**config.mk**
```make
export PLATFORM = sky130hd
export DESIGN_NAME = demux1x2_stream
export DESIGN_NICKNAME = d
export VERILOG_FILES = /design/src/rtl/demux_pkg.sv /design/src/rtl/demux_slot.sv /design/src/rtl/demux1x2_stream.sv
export SDC_FILE = /design/constraint.sdc
export NUM_CORES = 1
export LEC_CHECK = 0
export BUFFER_PORTS_ARGS = -buffer_cell sky130_fd_sc_hd__clkbuf_2
export CAP_MARGIN = 10
export CORE_ASPECT_RATIO = 0.8
export CORE_MARGIN = 1.5
export CORE_UTILIZATION = 40
export DETAILED_ROUTE_END_ITERATION = 8
export PLACE_DENSITY = 0.71
export SETUP_SLACK_MARGIN = 0.05
export SLEW_MARGIN = 30
export SYNTH_ARGS = -nofsm -noshare
export SYNTH_HDL_FRONTEND = slang
export SYNTH_HIERARCHICAL = 1
export SYNTH_SLANG_ARGS = --single-unit
```
**constraint.sdc**
```tcl
create_clock -name clk -period 2.9 [get_ports clk]
set_clock_uncertainty 0.1 [all_clocks]
set_input_delay 0.145 -clock clk [delete_from_list [all_inputs] [get_ports clk]]
set_output_delay 0.145 -clock clk [all_outputs]
set_load 0.02 [all_outputs]
```
**src/rtl/demux_pkg.sv**
```systemverilog
// rtl/demux_pkg.sv - shared types and constants for the 1-to-2 stream demux
//
// Purpose : select encoding and per-channel slot state shared by
//           demux_slot and demux1x2_stream.
// Contents: sel_t            destination select type (1 bit)
//           SEL_CH0/SEL_CH1  select values for channel 0 / channel 1
//           slot_st_t        output slot state (EMPTY / FULL)

package demux_pkg;

  typedef logic sel_t;

  localparam sel_t SEL_CH0 = 1'b0;
  localparam sel_t SEL_CH1 = 1'b1;

  typedef enum logic {
    SLOT_EMPTY = 1'b0,
    SLOT_FULL  = 1'b1
  } slot_st_t;

endpackage

```
**src/rtl/demux_slot.sv**
```systemverilog
// rtl/demux_slot.sv - one-entry output register with valid/ready for one demux channel
//
// Purpose : holds one beat for a single output channel. A load writes the
//           register and marks it full; a drain (valid && ready) empties it
//           unless a load lands in the same cycle, in which case the slot
//           stays full and takes the new data.
// Optional: DEMUX_CNT_EN adds a wrapping counter of drained beats.
// Ports   : clk        clock, rising edge
//           rst        synchronous active-high reset
//           load       write load_data into the slot this cycle
//           load_data  beat to store
//           ready      downstream consumer ready
//           valid      slot holds a beat
//           data       held beat
//           load_ok    slot can take a beat this cycle (!valid || ready)
//           cnt        drained-beat counter (DEMUX_CNT_EN only)

module demux_slot
  import demux_pkg::*;
#(
  parameter int DATA_W = 8,
  parameter int CNT_W  = 16
) (
  input  logic              clk,
  input  logic              rst,
  input  logic              load,
  input  logic [DATA_W-1:0] load_data,
  input  logic              ready,
  output logic              valid,
  output logic [DATA_W-1:0] data,
  output logic              load_ok
`ifdef DEMUX_CNT_EN
  ,
  output logic [CNT_W-1:0]  cnt
`endif
);

  if (CNT_W < 1) begin : g_cnt_w_chk
    $error("demux_slot: CNT_W must be at least 1");
  end

  slot_st_t st, st_nxt;
  logic     drain;

  assign valid   = (st == SLOT_FULL);
  assign drain   = valid && ready;
  // Full-and-draining still counts as free: the new beat replaces the one leaving.
  assign load_ok = !valid || ready;

  always_ff @(posedge clk) begin
    if (rst) begin
      st <= SLOT_EMPTY;
    end else begin
      st <= st_nxt;
    end
  end

  always_comb begin
    st_nxt = st;
    case (st)
      SLOT_EMPTY: if (load)           st_nxt = SLOT_FULL;
      SLOT_FULL:  if (drain && !load) st_nxt = SLOT_EMPTY;
      default:                        st_nxt = SLOT_EMPTY;
    endcase
  end

  // Data only moves on load, so a stalled slot holds its beat unchanged.
  always_ff @(posedge clk) begin
    if (rst) begin
      data <= '0;
    end else if (load) begin
      data <= load_data;
    end
  end

`ifdef DEMUX_CNT_EN
  always_ff @(posedge clk) begin
    if (rst) begin
      cnt <= '0;
    end else if (drain) begin
      cnt <= cnt + 1'b1;
    end
  end
`endif

endmodule

```
**src/rtl/demux1x2_stream.sv**
```systemverilog
// rtl/demux1x2_stream.sv - registered 1-to-2 stream demultiplexer
//
// Purpose : routes each accepted input beat to channel 0 (s==0) or
//           channel 1 (s==1); each channel has its own one-entry output
//           register, so a stalled channel only blocks beats addressed to it.
// Optional: DEMUX_CNT_EN adds cnt0/cnt1 delivered-beat counters.
// Ports   : clk       clock, rising edge
//           rst       synchronous active-high reset
//           i_valid   input beat valid
//           i_ready   input beat accepted when i_valid && i_ready
//           i_data    input beat data
//           s         destination select, sampled with the beat
//           o0_valid / o0_ready / o0_data   channel 0 output stream
//           o1_valid / o1_ready / o1_data   channel 1 output stream
//           cnt0 / cnt1  beats delivered per channel (DEMUX_CNT_EN only)

module demux1x2_stream
  import demux_pkg::*;
#(
  parameter int DATA_W = 8,
  parameter int CNT_W  = 16
) (
  input  logic              clk,
  input  logic              rst,
  input  logic              i_valid,
  output logic              i_ready,
  input  logic [DATA_W-1:0] i_data,
  input  sel_t              s,
  output logic              o0_valid,
  input  logic              o0_ready,
  output logic [DATA_W-1:0] o0_data,
  output logic              o1_valid,
  input  logic              o1_ready,
  output logic [DATA_W-1:0] o1_data
`ifdef DEMUX_CNT_EN
  ,
  output logic [CNT_W-1:0]  cnt0,
  output logic [CNT_W-1:0]  cnt1
`endif
);

  logic load0, load1;
  logic load_ok0, load_ok1;
  logic accept;

  // i_ready looks only at the addressed slot, never at i_valid.
  assign i_ready = (s == SEL_CH0) ? load_ok0 : load_ok1;
  assign accept  = i_valid && i_ready;
  assign load0   = accept && (s == SEL_CH0);
  assign load1   = accept && (s == SEL_CH1);

  demux_slot #(
    .DATA_W (DATA_W),
    .CNT_W  (CNT_W)
  ) u_slot0 (
    .clk       (clk),
    .rst       (rst),
    .load      (load0),
    .load_data (i_data),
    .ready     (o0_ready),
    .valid     (o0_valid),
    .data      (o0_data),
    .load_ok   (load_ok0)
`ifdef DEMUX_CNT_EN
    ,
    .cnt       (cnt0)
`endif
  );

  demux_slot #(
    .DATA_W (DATA_W),
    .CNT_W  (CNT_W)
  ) u_slot1 (
    .clk       (clk),
    .rst       (rst),
    .load      (load1),
    .load_data (i_data),
    .ready     (o1_ready),
    .valid     (o1_valid),
    .data      (o1_data),
    .load_ok   (load_ok1)
`ifdef DEMUX_CNT_EN
    ,
    .cnt       (cnt1)
`endif
  );

endmodule

```
==> impl_metrics.py <==
metrics = {
    "status": {
        "status": "finished, final reports clean",
    },
    "cells_and_area": {
        "drive_above_1_share_pct": 40.2,
        "num-fill-cells": 152,
        "num-nets-final": 112,
        "antenna_cells": 0,
        "finalNonFillerCells": 119,
        "area_growth_pct": 31.3,
        "post-route-util_pct": 55.1,
    },
    "setup_path": {
        "worstReg2RegEnd": "u_slot0/data[2]",
        "cp-start-kind": "flip-flop",
        "worstPathArrival_ps": 1130,
        "timing.rr.start": "u_slot0/valid",
        "critPathKind": "reg2out",
        "cp.required_ps": 2650,
        "worst-path-max-fanout": 3,
        "end_kind": "primary output",
        "reg2reg_setup_slack_ps": 1600,
        "reg2reg_depth": 4,
    },
    "place": {
        "place_worst_setup_slack_ps": 1610,
        "dpl.cell_count": 113,
        "port_buffers": 32,
        "place_congestion": 0.740,
        "place_hpwl_um": 923,
    },
    "logic_synthesis": {
        "synth_top_area_share_pct": 53.3,
        "syn_nets": 77,
        "netlist_top_cells_count": "18 x dfxtp_1, 16 x mux2i_1, 16 x nor2_1",
        "syn-mean-instance-area_sq_um": 10.7,
        "postSynthCellCount": 63,
        "ys.flop_type": "dfxtp_1",
        "synth_top_area_cell": "dfxtp_1",
        "ys_types": 11,
        "yosys-top-cells-area": "dfxtp_1 53%, mux2i_1 24%, nor2_1 8.9%, buf_6 3.3%, mux2_4 2.2%",
        "synth.most_common_cell": "dfxtp_1",
        "ys.warnings.count": 6,
        "syn_area_sq_um": 676,
        "synth-edff-count": 0,
        "async_flop_share_pct": 0,
        "ys_ff_latch": 18,
        "ys_seq_area_share_pct": 53.3,
    },
    "clock_network": {
        "numCtsBuffers": 3,
        "cts_max_level": 1,
        "cts.sinks": 18,
        "clk_pin_slew_ps": 100,
        "clock_latency_ps": 280,
        "cts_setup_buffers": 0,
        "cts_resized": 0,
        "root_buffer": "clkbuf_4",
        "hold_buffers": 1,
        "ctsLongestPathBuffers": 2,
        "cts_tree": "done",
    },
    "die": {
        "die_w_um": 49.0,
        "fp.dieArea_sq_um": 1950,
        "core_sq_um": 1610,
        "start_util_pct": 42.0,
        "die_y_um": 39.8,
        "rows": 13,
        "floorplan.io_pins": 33,
    },
    "route": {
        "met3_length_um": 93,
        "drt_wl_total_um": 1270,
        "wl_per_cell_um": 10.7,
        "vias": 535,
        "drc": 0,
        "wl_met1_um": 644,
        "drt-initial-drc-count": 15,
        "highest_layer": "met4",
        "drtPass1Iterations": 4,
        "dr_wl_met2_um": 524,
        "viasPerCell": 4.50,
        "ant_nets": 0,
    },
    "timing": {
        "slew_violations": 0,
        "fin_ws_ps": 1530,
        "worst_pin_slew_ps": 357,
        "setup_viol": 0,
        "post-route-min-period_ps": 1370,
        "setup_tns_ps": 0,
        "finalCritPeriodShare_pct": 47.3,
        "fmax_mhz": 730,
        "slew_headroom_pct": 76.2,
        "rsz0062_at_grt": "false",
        "hold_violations": 0,
    },
    "hold_path": {
        "min_to": "u_slot0/data[7]",
        "min_path_cells": 3,
        "min_from": "i_data[7]",
        "worst_hold_path_type": "in2reg",
    },
    "global_route": {
        "grt_pass1_vias": 436,
        "grt_usage_pct": 14.9,
        "antenna_found_initial": 0,
        "grt_max_degree": 19,
        "overflow": 0,
        "grt_first_pass_wirelength_um": 2010,
    },
    "flow_run": {
        "maxCapViolations": 0,
    },
    "power": {
        "powerDensity_nw_per_um2": 550,
        "cellLeakagePower_uw": 0.000429,
        "ir_drop_v": 0.000319,
    },
}
stage by stage:
step | hold slack (ps) | area [sq um] | power [uW]
after global routing | 8.11 | 887 | 517
final | 11.0 | 887 | 488
after floorplan | 192 | 676 | 321
after global placement | 298 | 831 | 343
after detailed placement | 311 | 831 | 345
after CTS | 3.57 | 877 | 497
how the worst max path moves through the flow:
| stage | endpoint | cells past startpoint | slack [ps] | from |
|---|---|---|---|---|
| floorplan | u_slot0/data[0] | 5 | 1630 | u_slot0/valid |
| global placement | u_slot0/data[1] | 4 | 1620 | u_slot0/valid |
| detailed placement | u_slot0/data[3] | 4 | 1610 | u_slot0/valid |
| CTS | i_ready | 3 | 1500 | u_slot0/valid |
| global route | i_ready | 3 | 1440 | u_slot0/valid |
| finish | i_ready | 3 | 1530 | u_slot0/valid |
logic make-up (layout without fill, tap and decap cells):
kind of cell,Yosys count,in the layout,share of synthesized area (%)
AO/OA/AOI/OAI,2,2,1.48
buffers and inverters,6,40,5.93
flip-flops,18,18,53.3
multiplexers,17,17,25.9
AND/OR/NAND/NOR,20,20,13.3
placed cells by master (no fill, tap or decap), drive strengths merged:
cell         netlist  final
a21oi              2      2
and3               1      1
and3b              1      1
clkbuf             2     36
dfxtp             18     18
dlygate4sd3        0      2
inv                2      2
mux2               1      1
mux2i             16     16
nand2b             2      2
nor2              16     16
routing by layer:
layer / vias up / global-route usage (%)
met5: - / 0
met4: 0 / 10.7
met3: 2 / 4.58
met2: 27 / 19.5
met1: 231 / 20.2
li1: 275 / -
worst max-delay path, cell delays in order (launching register included):
cell and delay [ps]:
dfxtp_1 340, nand2b_1 80, mux2_4 270, clkbuf_2 150
flip-flops by register name, summed over array words and instances (netlist names):
signal and count:
u_slot0/data 8, u_slot1/data 8, u_slot0/valid 1, u_slot1/valid 1
area by class of cell:
cell class / instances / area [sq um] / area share, %
well taps: 22 / 27.5 / 3.10
clock buffers: 4 / 36.3 / 4.09
flip-flops and latches: 18 / 360 / 40.6
repair buffers: 34 / 180 / 20.3
multi-input cells: 39 / 275 / 31.0
inverters: 2 / 7.51 / 0.846
power breakdown:
part | total [uW] | switching (uW) | internal (uW)
sequential | 266 | 6.33 | 260
combinational | 74.8 | 42.8 | 32.1
clock | 147 | 70.8 | 76.3
(Power assumes the default switching activity.)
